==> config.mk <==
export PLATFORM = sky130hd
export DESIGN_NAME = dts_align_ctrl
export DESIGN_NICKNAME = d
export VERILOG_FILES = /design/src/rtl/dts_align_ctrl_pkg.sv /design/src/rtl/dts_align_ctrl_phase_meter.sv /design/src/rtl/dts_align_ctrl.sv
export SDC_FILE = /design/constraint.sdc
export NUM_CORES = 1
export LEC_CHECK = 0
export ABC_AREA = 1
export BUFFER_PORTS_ARGS = -buffer_cell sky130_fd_sc_hd__buf_2
export CAP_MARGIN = 25
export CORE_ASPECT_RATIO = 0.7
export CORE_MARGIN = 2
export CORE_UTILIZATION = 58
export CTS_BUF_LIST = sky130_fd_sc_hd__clkbuf_8
export DETAILED_ROUTE_END_ITERATION = 6
export GPL_TIMING_DRIVEN = 0
export PLACE_DENSITY = 0.88
export SYNTH_ARGS = -nofsm -noshare
export SYNTH_HDL_FRONTEND = slang
export SYNTH_SLANG_ARGS = --single-unit
==> constraint.sdc <==
create_clock -name clk -period 4.1 [get_ports clk]
set_input_delay 0.82 -clock clk [delete_from_list [all_inputs] [get_ports clk]]
set_output_delay 0.82 -clock clk [all_outputs]
set_load 0.01 [all_outputs]
==> src/rtl/dts_align_ctrl_pkg.sv <==
// Shared definitions for the DTS lane alignment controller: FSM/tracker encodings and helpers.
// No logic of its own; imported by the controller top and its phase meter.
package dts_align_ctrl_pkg;

  typedef enum logic [2:0] {
    ST_IDLE     = 3'd0,
    ST_MEASURE  = 3'd1,
    ST_PULSE_HI = 3'd2,
    ST_PULSE_LO = 3'd3,
    ST_SETTLE   = 3'd4
  } state_t;

  typedef enum logic [1:0] {
    PEND_NONE  = 2'd0,
    PEND_REF   = 2'd1,
    PEND_LOCAL = 2'd2
  } pend_t;

  function automatic logic [15:0] sat_inc16(input logic [15:0] v);
    return (v == 16'hFFFF) ? v : v + 16'd1;
  endfunction

endpackage

==> src/rtl/dts_align_ctrl_phase_meter.sv <==
// Measures signed sync offset (local minus ref) in words; result registered one cycle after the match.
// No backpressure: result/timeout are single-cycle strobes, syncs are dropped whenever run is low.
module dts_align_ctrl_phase_meter
  import dts_align_ctrl_pkg::*;
#(
  parameter int MAX_OFFSET = 64,
  parameter int OFS_BITS   = 8
) (
  input  logic                clk,
  input  logic                rst,
  input  logic                run,
  input  logic                ref_sync,
  input  logic                local_sync,
  output logic                res_vld,
  output logic [OFS_BITS-1:0] res_ofs,
  output logic                timeout
);

  localparam int CW = $clog2(MAX_OFFSET + 1);
  localparam logic [CW-1:0] CNT_MAX = CW'(MAX_OFFSET);
  localparam logic [CW-1:0] CNT_ONE = CW'(1);

  pend_t               pend;
  logic [CW-1:0]       cnt;
  logic [OFS_BITS-1:0] cnt_ext;

  always_comb begin
    cnt_ext         = '0;
    cnt_ext[CW-1:0] = cnt;
  end

  always_ff @(posedge clk) begin
    if (rst) begin
      pend    <= PEND_NONE;
      cnt     <= '0;
      res_vld <= 1'b0;
      res_ofs <= '0;
      timeout <= 1'b0;
    end else begin
      res_vld <= 1'b0;
      timeout <= 1'b0;
      if (!run) begin
        pend <= PEND_NONE;
        cnt  <= '0;
      end else if (ref_sync && local_sync) begin
        pend    <= PEND_NONE;
        cnt     <= '0;
        res_vld <= 1'b1;
        res_ofs <= '0;
      end else if (ref_sync) begin
        if (pend == PEND_LOCAL) begin
          // local led: local is early, offset negative
          pend    <= PEND_NONE;
          cnt     <= '0;
          res_vld <= 1'b1;
          res_ofs <= -cnt_ext;
        end else begin
          pend <= PEND_REF;
          cnt  <= CNT_ONE;
        end
      end else if (local_sync) begin
        if (pend == PEND_REF) begin
          pend    <= PEND_NONE;
          cnt     <= '0;
          res_vld <= 1'b1;
          res_ofs <= cnt_ext;
        end else begin
          pend <= PEND_LOCAL;
          cnt  <= CNT_ONE;
        end
      end else if (pend != PEND_NONE) begin
        if (cnt == CNT_MAX) begin
          pend    <= PEND_NONE;
          cnt     <= '0;
          timeout <= 1'b1;
        end else begin
          cnt <= cnt + CNT_ONE;
        end
      end
    end
  end

endmodule

==> src/rtl/dts_align_ctrl.sv <==
// Closed-loop DTS lane aligner: measures sync offset, issues one slip pulse per measurement, reports lock.
// Slip pulse starts the cycle after a decision; no backpressure, enable low returns to idle next cycle.
module dts_align_ctrl
  import dts_align_ctrl_pkg::*;
#(
  parameter int MAX_OFFSET    = 64,
  parameter int PULSE_CYCLES  = 4,
  parameter int SETTLE_CYCLES = 256,
  parameter int LOCK_COUNT    = 3,
  parameter int OFS_BITS      = 8
) (
  input  logic                clk,
  input  logic                rst,
  input  logic                enable,
  input  logic                ref_sync,
  input  logic                local_sync,
  output logic                advance,
  output logic                delay,
  output logic                aligned,
  output logic [OFS_BITS-1:0] offset,
  output logic                timeout_err,
  output logic [15:0]         slip_cnt
);

  localparam int TMAX = (PULSE_CYCLES > SETTLE_CYCLES) ? PULSE_CYCLES : SETTLE_CYCLES;
  localparam int TW   = $clog2(TMAX + 1);
  localparam int LW   = $clog2(LOCK_COUNT + 1);
  localparam logic [TW-1:0] PULSE_LAST  = TW'(PULSE_CYCLES - 1);
  localparam logic [TW-1:0] SETTLE_LAST = TW'(SETTLE_CYCLES - 1);
  localparam logic [LW-1:0] LOCK_FULL   = LW'(LOCK_COUNT);
  localparam logic [LW-1:0] LOCK_LAST   = LW'(LOCK_COUNT - 1);

  state_t              state;
  logic [TW-1:0]       timer;
  logic [LW-1:0]       lock_cnt;
  logic                res_vld;
  logic                meter_timeout;
  logic                meter_run;

  assign meter_run = enable && (state == ST_MEASURE);

  dts_align_ctrl_phase_meter #(
    .MAX_OFFSET (MAX_OFFSET),
    .OFS_BITS   (OFS_BITS)
  ) u_meter (
    .clk        (clk),
    .rst        (rst),
    .run        (meter_run),
    .ref_sync   (ref_sync),
    .local_sync (local_sync),
    .res_vld    (res_vld),
    .res_ofs    (offset),
    .timeout    (meter_timeout)
  );

  always_ff @(posedge clk) begin
    if (rst) begin
      state       <= ST_IDLE;
      timer       <= '0;
      lock_cnt    <= '0;
      advance     <= 1'b0;
      delay       <= 1'b0;
      aligned     <= 1'b0;
      timeout_err <= 1'b0;
      slip_cnt    <= '0;
    end else begin
      if (meter_timeout) timeout_err <= 1'b1;
      if (!enable) begin
        state    <= ST_IDLE;
        timer    <= '0;
        lock_cnt <= '0;
        advance  <= 1'b0;
        delay    <= 1'b0;
        aligned  <= 1'b0;
      end else begin
        case (state)
          ST_IDLE: state <= ST_MEASURE;
          ST_MEASURE: begin
            if (res_vld) begin
              if (offset == '0) begin
                if (lock_cnt != LOCK_FULL) lock_cnt <= lock_cnt + 1'b1;
                if (lock_cnt >= LOCK_LAST) aligned <= 1'b1;
              end else begin
                // sign bit picks direction: local lagging needs an advance
                lock_cnt <= '0;
                aligned  <= 1'b0;
                advance  <= ~offset[OFS_BITS-1];
                delay    <= offset[OFS_BITS-1];
                timer    <= '0;
                slip_cnt <= sat_inc16(slip_cnt);
                state    <= ST_PULSE_HI;
              end
            end
          end
          ST_PULSE_HI: begin
            if (timer == PULSE_LAST) begin
              advance <= 1'b0;
              delay   <= 1'b0;
              timer   <= '0;
              state   <= ST_PULSE_LO;
            end else begin
              timer <= timer + 1'b1;
            end
          end
          ST_PULSE_LO: begin
            if (timer == PULSE_LAST) begin
              timer <= '0;
              state <= ST_SETTLE;
            end else begin
              timer <= timer + 1'b1;
            end
          end
          ST_SETTLE: begin
            if (timer == SETTLE_LAST) begin
              timer <= '0;
              state <= ST_MEASURE;
            end else begin
              timer <= timer + 1'b1;
            end
          end
          default: state <= ST_IDLE;
        endcase
      end
    end
  end

endmodule

==> metrics.md, run 1 <==
| Metric | Value |
|---|---|
| Final setup fails | 0 |
| Fin Hold WS | 0.4477 ns |
| Pwr dens | roughly 250 mW/mm² |
| Critical path's slowest cell | dfxtp_1 |
| CTS root buffer | clkbuf_8 |
| Ant. Diodes | 0 |
| Final WS setup | 2.021 ns |
| Hold_buf cts | 0 |
| Critical path class | register to register |
| Slew headroom | about three fifths |
| Clk_skew | 0.002998 ns |
| Post-synth top area cell | dfxtp_1 |
| DR WL met2 | about 3.2 mm |
| RSZ-0062 raised after global routing | no |
| Syn Area/Cell | 6.535 µm² |
| # rows | 22 |
| Area of the multi-input gates | 0.001814 mm² |
| Synthesis Warnings | 0 |
| Place WS | 1.946 ns |
| CTS H-tree depth | 2 |
| Total CTS buffers | 5 |
| Die ar. | 0.006022 mm² |
| Placed Area | ~0.0034 mm² |
| Clock tree buffer depth | 2 |
| Fmax | 481.1 MHz |
| DPL Wire Length | between 5 and 6 mm |
| Remaining DRCs | 0 |
| First-pass GRT wire length | 12.19 mm |
| Outcome | complete, no violations |
| Total global routing overflow | 0 |
| Clk sinks | 53 |
| CP arrival | about 2.3 ns |
| Fillcell total | 495 |
| Final worst-path cycle share | 50.70% |
| Type of origin of the critical path | register |
| TritonCTS clock tree | built |
| GP Congestion | 0.9603 |
| Synth area leaders | dfxtp_1, nand2_1, nor2_1, inv_1, nand3_1 |
| Largest net degree at the start of global routing | 16 |
| Synthesized netlist net count | 493 |
| Yosys reg bits | 53 |
| Post-cts gate resize count | 0 |
| Drt initial violations | around 170 |
| Crit Path Max Fanout | 4 |
| Critical Path Most Common Cell | nand2_1 |
| Worst path cell trace | ha_1, nand2_1, inv_1, nand4_1, nor2_1, nand2_1, inv_1, ha_1, nor2_1, a21oi_1, nand2_1, nand2_1, nor2_1 |
| Fin. max-slew vios | 0 |
| Clock-pin slew on the worst setup and hold paths | 0.09 ns |
| Chip width | ~90 µm |
| Core Area | 0.005230 mm² |
| Routed length on met1 | 3.335 mm |
| Area grow syn2layout | 10.49% |
| Seq/Total Area, Yosys | 33.83% |
| Hold Path Class | register to register |
| Setup TNS | 0 ns |
| Proportion of layout cells with a drive suffix above 1 | 13.87% |
| Drt first pass iters | 5 |
| VDD IR max | approximately 0.16 mV |
| Clk Latency, worst-skew pair | 0.31 ns |
| Initial antenna violation count | 0 |
| Drt total wl | 7.064 mm |
| MaxCap Viol Count | 0 |
| Io pins | 33 |
| Number of routed nets with antenna violations | 0 |
| Vias/cell | ~5.2 |
| Delay-heaviest family, CP | simple AND/OR/NAND/NOR gates |
| Met3 WL post-DR | around 430 µm |
| Vias in the first global route | 2768 |
| Max stage delay on crit path | 0.42 ns |
| Worst slew pin tran | 0.5964 ns |
| Post-synthesis instance total | 480 |
| Fin crit period | around 2.1 ns |
| Nets | 531 |
| Worst path bufs/invs | 2 |
| Final hold viol count | 0 |
| Starting Density | 59.98% |
| Synthesized area | between 0.003 and 0.004 mm² |
| Vias | 3069 |
| Post-CTS setup buffers | 0 |
| Final Cell Area | 0.003466 mm² |
| Storage cell area | approximately 0.0011 mm² |
| Synth unique cells | 32 |
| CP endpoint kind | register |
| Max layer used | met4 |
| Pleak | roughly 0.0015 µW |
| Gr usage total | approximately a quarter |
| Die Y-Extent | ~66 µm |
| Avg WL per Cell | 11.95 µm |
| WP data required | roughly 4.3 ns |
| Post-synth top area share | 33.83% |
| Port Buffer Count | 31 |
-- power by group --
group          internal, µW  total, µW  leakage (µW)  switching (µW)
sequential              518        524      0.000427            5.22
clock                   116        286     0.0000467             170
combinational          19.8       67.0       0.00102            47.3
total                   655        877       0.00149             222
-- cell usage after synthesis --
master	number
nand2_1	139
nor2_1	68
inv_1	56
dfxtp_1	53
nand3_1	37
a21oi_1	29
o21ai_0	15
xor2_1	12
ha_1	8
nor3_1	8
nand4_1	7
nor2_2	6
a21oi_2	4
inv_2	4
nand3b_1	4
nor2_4	4
clkbuf_1	3
nand2_2	3
nand3_2	3
a31oi_1	2
buf_2	2
or2_2	2
xnor2_1	2
buf_6	1
clkinv_1	1
nand2_4	1
nand3_4	1
nand4_2	1
nand4_4	1
nor2_8	1
nor3_4	1
o21ai_1	1
-- layer usage --
metal / up-vias / global-route usage (%)
met3: 6 / 4.817
met1: 1382 / 33.36
met2: 88 / 41.91
met5: - / 0
li1: 1593 / -
met4: 0 / 5.410
-- metrics by stage --
| stage | util [%] | cells | power [µW] |
|---|---|---|---|
| floorplan | - | 480 | 585.9 |
| finish | 66.27 | 591 | 877.0 |
| detailed placement | 64.67 | 583 | 602.4 |
| global placement | 64.67 | 583 | 600.1 |
| global route | 66.27 | 591 | 906.9 |
| CTS | 66.27 | 591 | 878.6 |
-- cell type report --
cell class | count | share of cell area (%)
Multi-Input combinational cell | 360 | 52.35
Sequential cell | 53 | 30.61
Inverter | 61 | 6.607
Timing Repair Buffer | 31 | 4.477
Tap cell | 72 | 2.599
Clock buffer | 5 | 1.986
Buffer | 6 | 0.9386
Clock inverter | 3 | 0.4332
-- layout by cell type, fill, tap and decap left out, types with 5 or more instances in the layout --
master,n
buf_2,33
xor2_1,12
nor3_1,8
nand2_1,139
nand4_1,7
dfxtp_1,53
clkbuf_8,5
ha_1,8
nand3_1,37
a21oi_1,29
nor2_2,6
o21ai_0,15
inv_1,58
nor2_1,68
-- cells by family after synthesis --
| logic type | Yosys count | share of synthesized area (%) |
|---|---|---|
| AND/OR/NAND/NOR | 287 | 42.04 |
| adder cells (fa/ha/maj) | 8 | 3.191 |
| flip-flops | 53 | 33.83 |
| AO/OA/AOI/OAI | 51 | 8.695 |
| XOR/XNOR | 14 | 3.909 |
| buffers and inverters | 67 | 8.336 |
-- worst register-to-register path, stage by stage, from the launching register on --
cell and delay [ns]:
dfxtp_1 0.42, ha_1 0.23, nand2_1 0.08, inv_1 0.09
nand4_1 0.11, nor2_1 0.15, nand2_1 0.09, inv_1 0.07
ha_1 0.21, nor2_1 0.07, a21oi_1 0.17, nand2_1 0.07
nand2_1 0.14, nor2_1 0.07
-- state kept, by name, summed over array words and instances (netlist names) --
name	count
delay	1
lock_cnt	2
slip_cnt	16
timeout_err	1
aligned	1
u_meter.res_ofs	8
state	3
u_meter.res_vld	1
advance	1
u_meter.cnt	7
u_meter.timeout	1
timer	9
u_meter.pend	2
-- path summary, 6_finish.rpt --
check	from	end	slack (ns)	cells past startpoint
worst max-delay path	timer[0]	timer[7]	2.02	13
worst min-delay path	u_meter.timeout	timeout_err	0.45	2
worst max register to register	timer[0]	timer[7]	2.02	13
worst min register to register	u_meter.timeout	timeout_err	0.45	2
No activity file was read; power rests on OpenSTA's default activity.
==> inputs of run 2 (changes only) <==
--- a/config.mk
+++ b/config.mk
@@ -5,16 +5,16 @@
 export SDC_FILE = /design/constraint.sdc
 export NUM_CORES = 1
 export LEC_CHECK = 0
-export ABC_AREA = 1
+export ABC_AREA = 0
 export BUFFER_PORTS_ARGS = -buffer_cell sky130_fd_sc_hd__buf_2
 export CAP_MARGIN = 25
 export CORE_ASPECT_RATIO = 0.7
 export CORE_MARGIN = 2
-export CORE_UTILIZATION = 58
+export CORE_UTILIZATION = 54
 export CTS_BUF_LIST = sky130_fd_sc_hd__clkbuf_8
 export DETAILED_ROUTE_END_ITERATION = 6
 export GPL_TIMING_DRIVEN = 0
-export PLACE_DENSITY = 0.88
+export PLACE_DENSITY = 0.87
 export SYNTH_ARGS = -nofsm -noshare
 export SYNTH_HDL_FRONTEND = slang
 export SYNTH_SLANG_ARGS = --single-unit
==> constraint.sdc (replaced) <==
create_clock -name clk -period 1.76 [get_ports clk]
set_input_delay 0.352 -clock clk [delete_from_list [all_inputs] [get_ports clk]]
set_output_delay 0.352 -clock clk [all_outputs]
set_load 0.01 [all_outputs]
==> run 2 against run 1 <==
Register-to-register slack got worse by 2.2 ns. Clock power rose to 2.6 times the previous value. Largest cell class unchanged. Setup slack got worse by 2.2 ns. Count of clock-buffer cells in the layout rose by 1. Non-clock buffer count rose by 36. The flow now finishes with violations (negative setup slack).
==> metrics.md, run 2 <==
| Metric | Value |
|---|---|
| Clock power frac | 36.5% (+3.9 points) |
| Delay-heaviest family, CP | simple AND/OR/NAND/NOR gates |
| Met3 usage | 5.426% (+0.61 points) |
| Most frequent cells in the layout | nor2_1, dfxtp_1, buf_2 |
| Vias/cell | 6.390 (+23%) |
| Logic pwr share | 4.7% (-2.9 points) |
| RR Startpoint | timer[0] |
| Drt first pass iters | 5 (unchanged) |
| Clock tree buffer depth | 2 (unchanged) |
| CTS root buffer | clkbuf_8 |
| Crit Path Max Fanout | 6 (+2) |
| M1 GR Usage | 37.44% (+4.1 points) |
| Clk sinks | 53 (unchanged) |
| VDD IR max | 0.4218 mV (+170%) |
| Final worst-path cycle share | 110.9% (+60 points) |
| Top-count cell post-synth | dfxtp_1 |
| Post-synthesis instance total | 324 (-33%) |
| Drt initial violations | 326 (+94%) |
| Post-synth EDFFs | 0 (unchanged) |
| Final setup fails | 18 (+18) |
| Final Non-Filler Cells | 459 (-22%) |
| Chip width | 89.47 µm (-2.6%) |
| WP data required | 2.03 ns (-2.27 ns) |
| RSZ-0062 raised after global routing | yes |
| Seq/Total Area, Yosys | 38.42% (+4.6 points) |
| NetSw | 487.5 µW (+120%) |
| Drt total wl | 8.337 mm (+18%) |
| Largest net degree at the start of global routing | 17 (+1) |
| Synth unique cells | 57 (+78%) |
| Core Area | 0.004861 mm² (-7.1%) |
| Remaining DRCs | 0 (unchanged) |
| Fin. max-slew vios | 0 (unchanged) |
| Pwr dens | 557.4 mW/mm² (+120%) |
| Vias | 2933 (-4.4%) |
| Fmax | 512.1 MHz (+6.5%) |
| Largest registers | slip_cnt: 16 flops, timer: 9 flops, u_meter.res_ofs: 8 flops |
| Critical path's slowest cell | dfxtp_4 |
| Post-synth top area cell | dfxtp_1 |
| Async SR Flop Fraction | 0% (unchanged) |
| Worst path bufs/invs | 3 (+1) |
| Net Sw Frac | 24.11% (-1.3 points) |
| Clk_skew | 0.02364 ns (+0.02064 ns) |
| Area grow syn2layout | 31.35% |
| Met2 track demand over resource | 42.13% (+0.22 points) |
| MaxCap Viol Count | 0 (unchanged) |
| Pleak | 0.001394 µW (-6.5%) |
| Top Usage Layer GRT | met2 |
| TritonCTS clock tree | built |
| Most flops, register | slip_cnt |
| Total CTS buffers | 5 (unchanged) |
| Util after Layout | 74.62% (+8.4 points) |
| Ant. Diodes | 0 (unchanged) |
| Synthesis Warnings | 0 (unchanged) |
| Critical path class | register to register |
| GP Congestion | 0.8706 (-9.3%) |
| Failing checks | negative setup slack |
| Die ar. | 0.005711 mm² (-5.2%) |
| Port Buffer Count | 31 (unchanged) |
| # rows | 21 (-4.5%) |
| Outcome | finished with violations |
| Starting Density | 56.81% (-3.2 points) |
| Main synth FF type | dfxtp_1 |
| Most common cell after layout, fill and taps aside | nor2_1 |
| Final hold viol count | 0 (unchanged) |
| Flop pwr share | 58.8% (-0.9 points) |
| Critical Path Start | timer[0] |
| Gr usage total | 27.02% (+2.2 points) |
| CP endpoint kind | register |
| DPL Wire Length | 4.549 mm (-18%) |
| Clk Latency, worst-skew pair | 0.32 ns (about the same) |
| Clock-pin slew on the worst setup and hold paths | 0.11 ns (+0.02 ns) |
| Slew headroom | 56.50% (-3.7 points) |
| Placed cells | 424 (-27%) |
| Avg WL per Cell | 18.16 µm (+52%) |
| Io pins | 33 (unchanged) |
| Synthesized netlist net count | 337 (-32%) |
| Total global routing overflow | 0 (unchanged) |
| Final Power | 2022 µW (+130%) |
| Fin Hold WS | 0.4590 ns (+0.01134 ns) |
| Synthesized area | 0.002761 mm² (-12%) |
| Worst path cell trace | ha_4, and3_4, and3_4, nand3_4, inv_2, ha_4, inv_4, nand2b_4, a21oi_4, buf_4, a22o_1 |
| Initial antenna violation count | 0 (unchanged) |
| Post-synth top area share | 38.42% (+4.6 points) |
| Fin crit period | 1.953 ns (-0.1260 ns) |
| Type of origin of the critical path | register |
| Proportion of layout cells with a drive suffix above 1 | 36.41% (+23 points) |
| Number of routed nets with antenna violations | 0 (unchanged) |
| Yosys reg bits | 53 (unchanged) |
| Syn Area/Cell | 8.523 µm² (+30%) |
| Hold Path Class | register to register |
| Pint | 1534 µW (+130%) |
| Vias in the first global route | 2512 (-9.2%) |
| Synth cell count leaders | dfxtp_1, nor2_1, a21oi_1 |
| Worst slew pin tran | 0.6525 ns (+0.05609 ns) |
| CTS H-tree depth | 2 (unchanged) |
| Hold Startpoint | u_meter.timeout |
| Synth area leaders | dfxtp_1, nor2_1, a21oi_1, xor2_1, ha_1 |
| Max stage delay on crit path | 0.37 ns (-0.05 ns) |
| Max reg flops | 16 (unchanged) |
| First-pass GRT wire length | 12.25 mm (+0.45%) |
| Die Y-Extent | 63.83 µm (-2.6%) |
| CP arrival | 2.22 ns (-0.06 ns) |
| Nets | 402 (-24%) |
| Final WS setup | -0.1926 ns (-2.214 ns) |
==> run 2: final cells by class <==
type,instances,area (µm²)
timing repair buffer,64,429.2
fill,294,1234
clock inverter,2,13.76
clock buffer,6,82.58
tap,69,86.33
multi-input combinational,242,1792
inverter,14,60.06
buffer,9,41.29
sequential,53,1122
==> run 2: per-layer routing <==
layer,wire [µm],vias up
met3,669,37
li1,-,1309
met4,319,0
met1,3573,1394
met5,0,-
met2,3774,193
==> run 2: what timing repair did <==
action	in CTS	in global routing
gates resized for setup	32	43
gates cloned	0	1
hold buffers	0	0
hold endpoints to repair	0	0
pin swaps	18	17
endpoints found under the setup margin	29	42
buffers inserted	19	14
==> run 2: power by group through the flow <==
stage / combinational, µW / clock (µW) / sequential, µW
after global routing: 103 / 801 / 1190
after floorplan: 55.2 / 0 / 1230
after global placement: 76.1 / 0 / 1230
after CTS: 86.3 / 740 / 1200
final: 94.9 / 739 / 1190
after detailed placement: 78.1 / 0 / 1230
==> run 2: worst register-to-register path: cells and delay by family, from the launching register on <==
family | cells | cell delay (ns)
AOI/OAI and AO/OA | 2 | 0.38
and+or+nand+nor | 4 | 0.55
DFF | 1 | 0.37
buffers and inverters | 3 | 0.26
adders and majority gates | 2 | 0.34
==> run 2: logic make-up (layout without fill, tap and decap cells) <==
| kind of cell | Yosys count | in the layout | synth area share [%] |
|---|---|---|---|
| AO/OA/AOI/OAI | 83 | 83 | 20.80 |
| XOR/XNOR | 20 | 20 | 6.344 |
| adder cells (fa/ha/maj) | 8 | 8 | 3.625 |
| buffers and inverters | 29 | 95 | 4.531 |
| flip-flops | 53 | 53 | 38.42 |
| multiplexers | 3 | 3 | 1.087 |
| AND/OR/NAND/NOR | 128 | 128 | 25.19 |
==> run 2: worst paths after layout <==
check / end / slack, ns / cells past startpoint
setup / recovery: timer[4] / -0.19 / 11
hold / removal: timeout_err / 0.46 / 2
setup reg to reg: timer[4] / -0.19 / 11
hold reg to reg: timeout_err / 0.46 / 2
==> run 2: stage by stage <==
step	setup slack [ns]	TNS, ns	cell area, µm²
floorplan	-0.1110	-0.3369	2829
detailed placement	-0.3703	-3.903	3070
global route	-0.2667	-2.558	3627
finish	-0.1926	-1.851	3627
CTS	-0.08399	-0.4485	3412
global placement	-0.3209	-2.687	3070
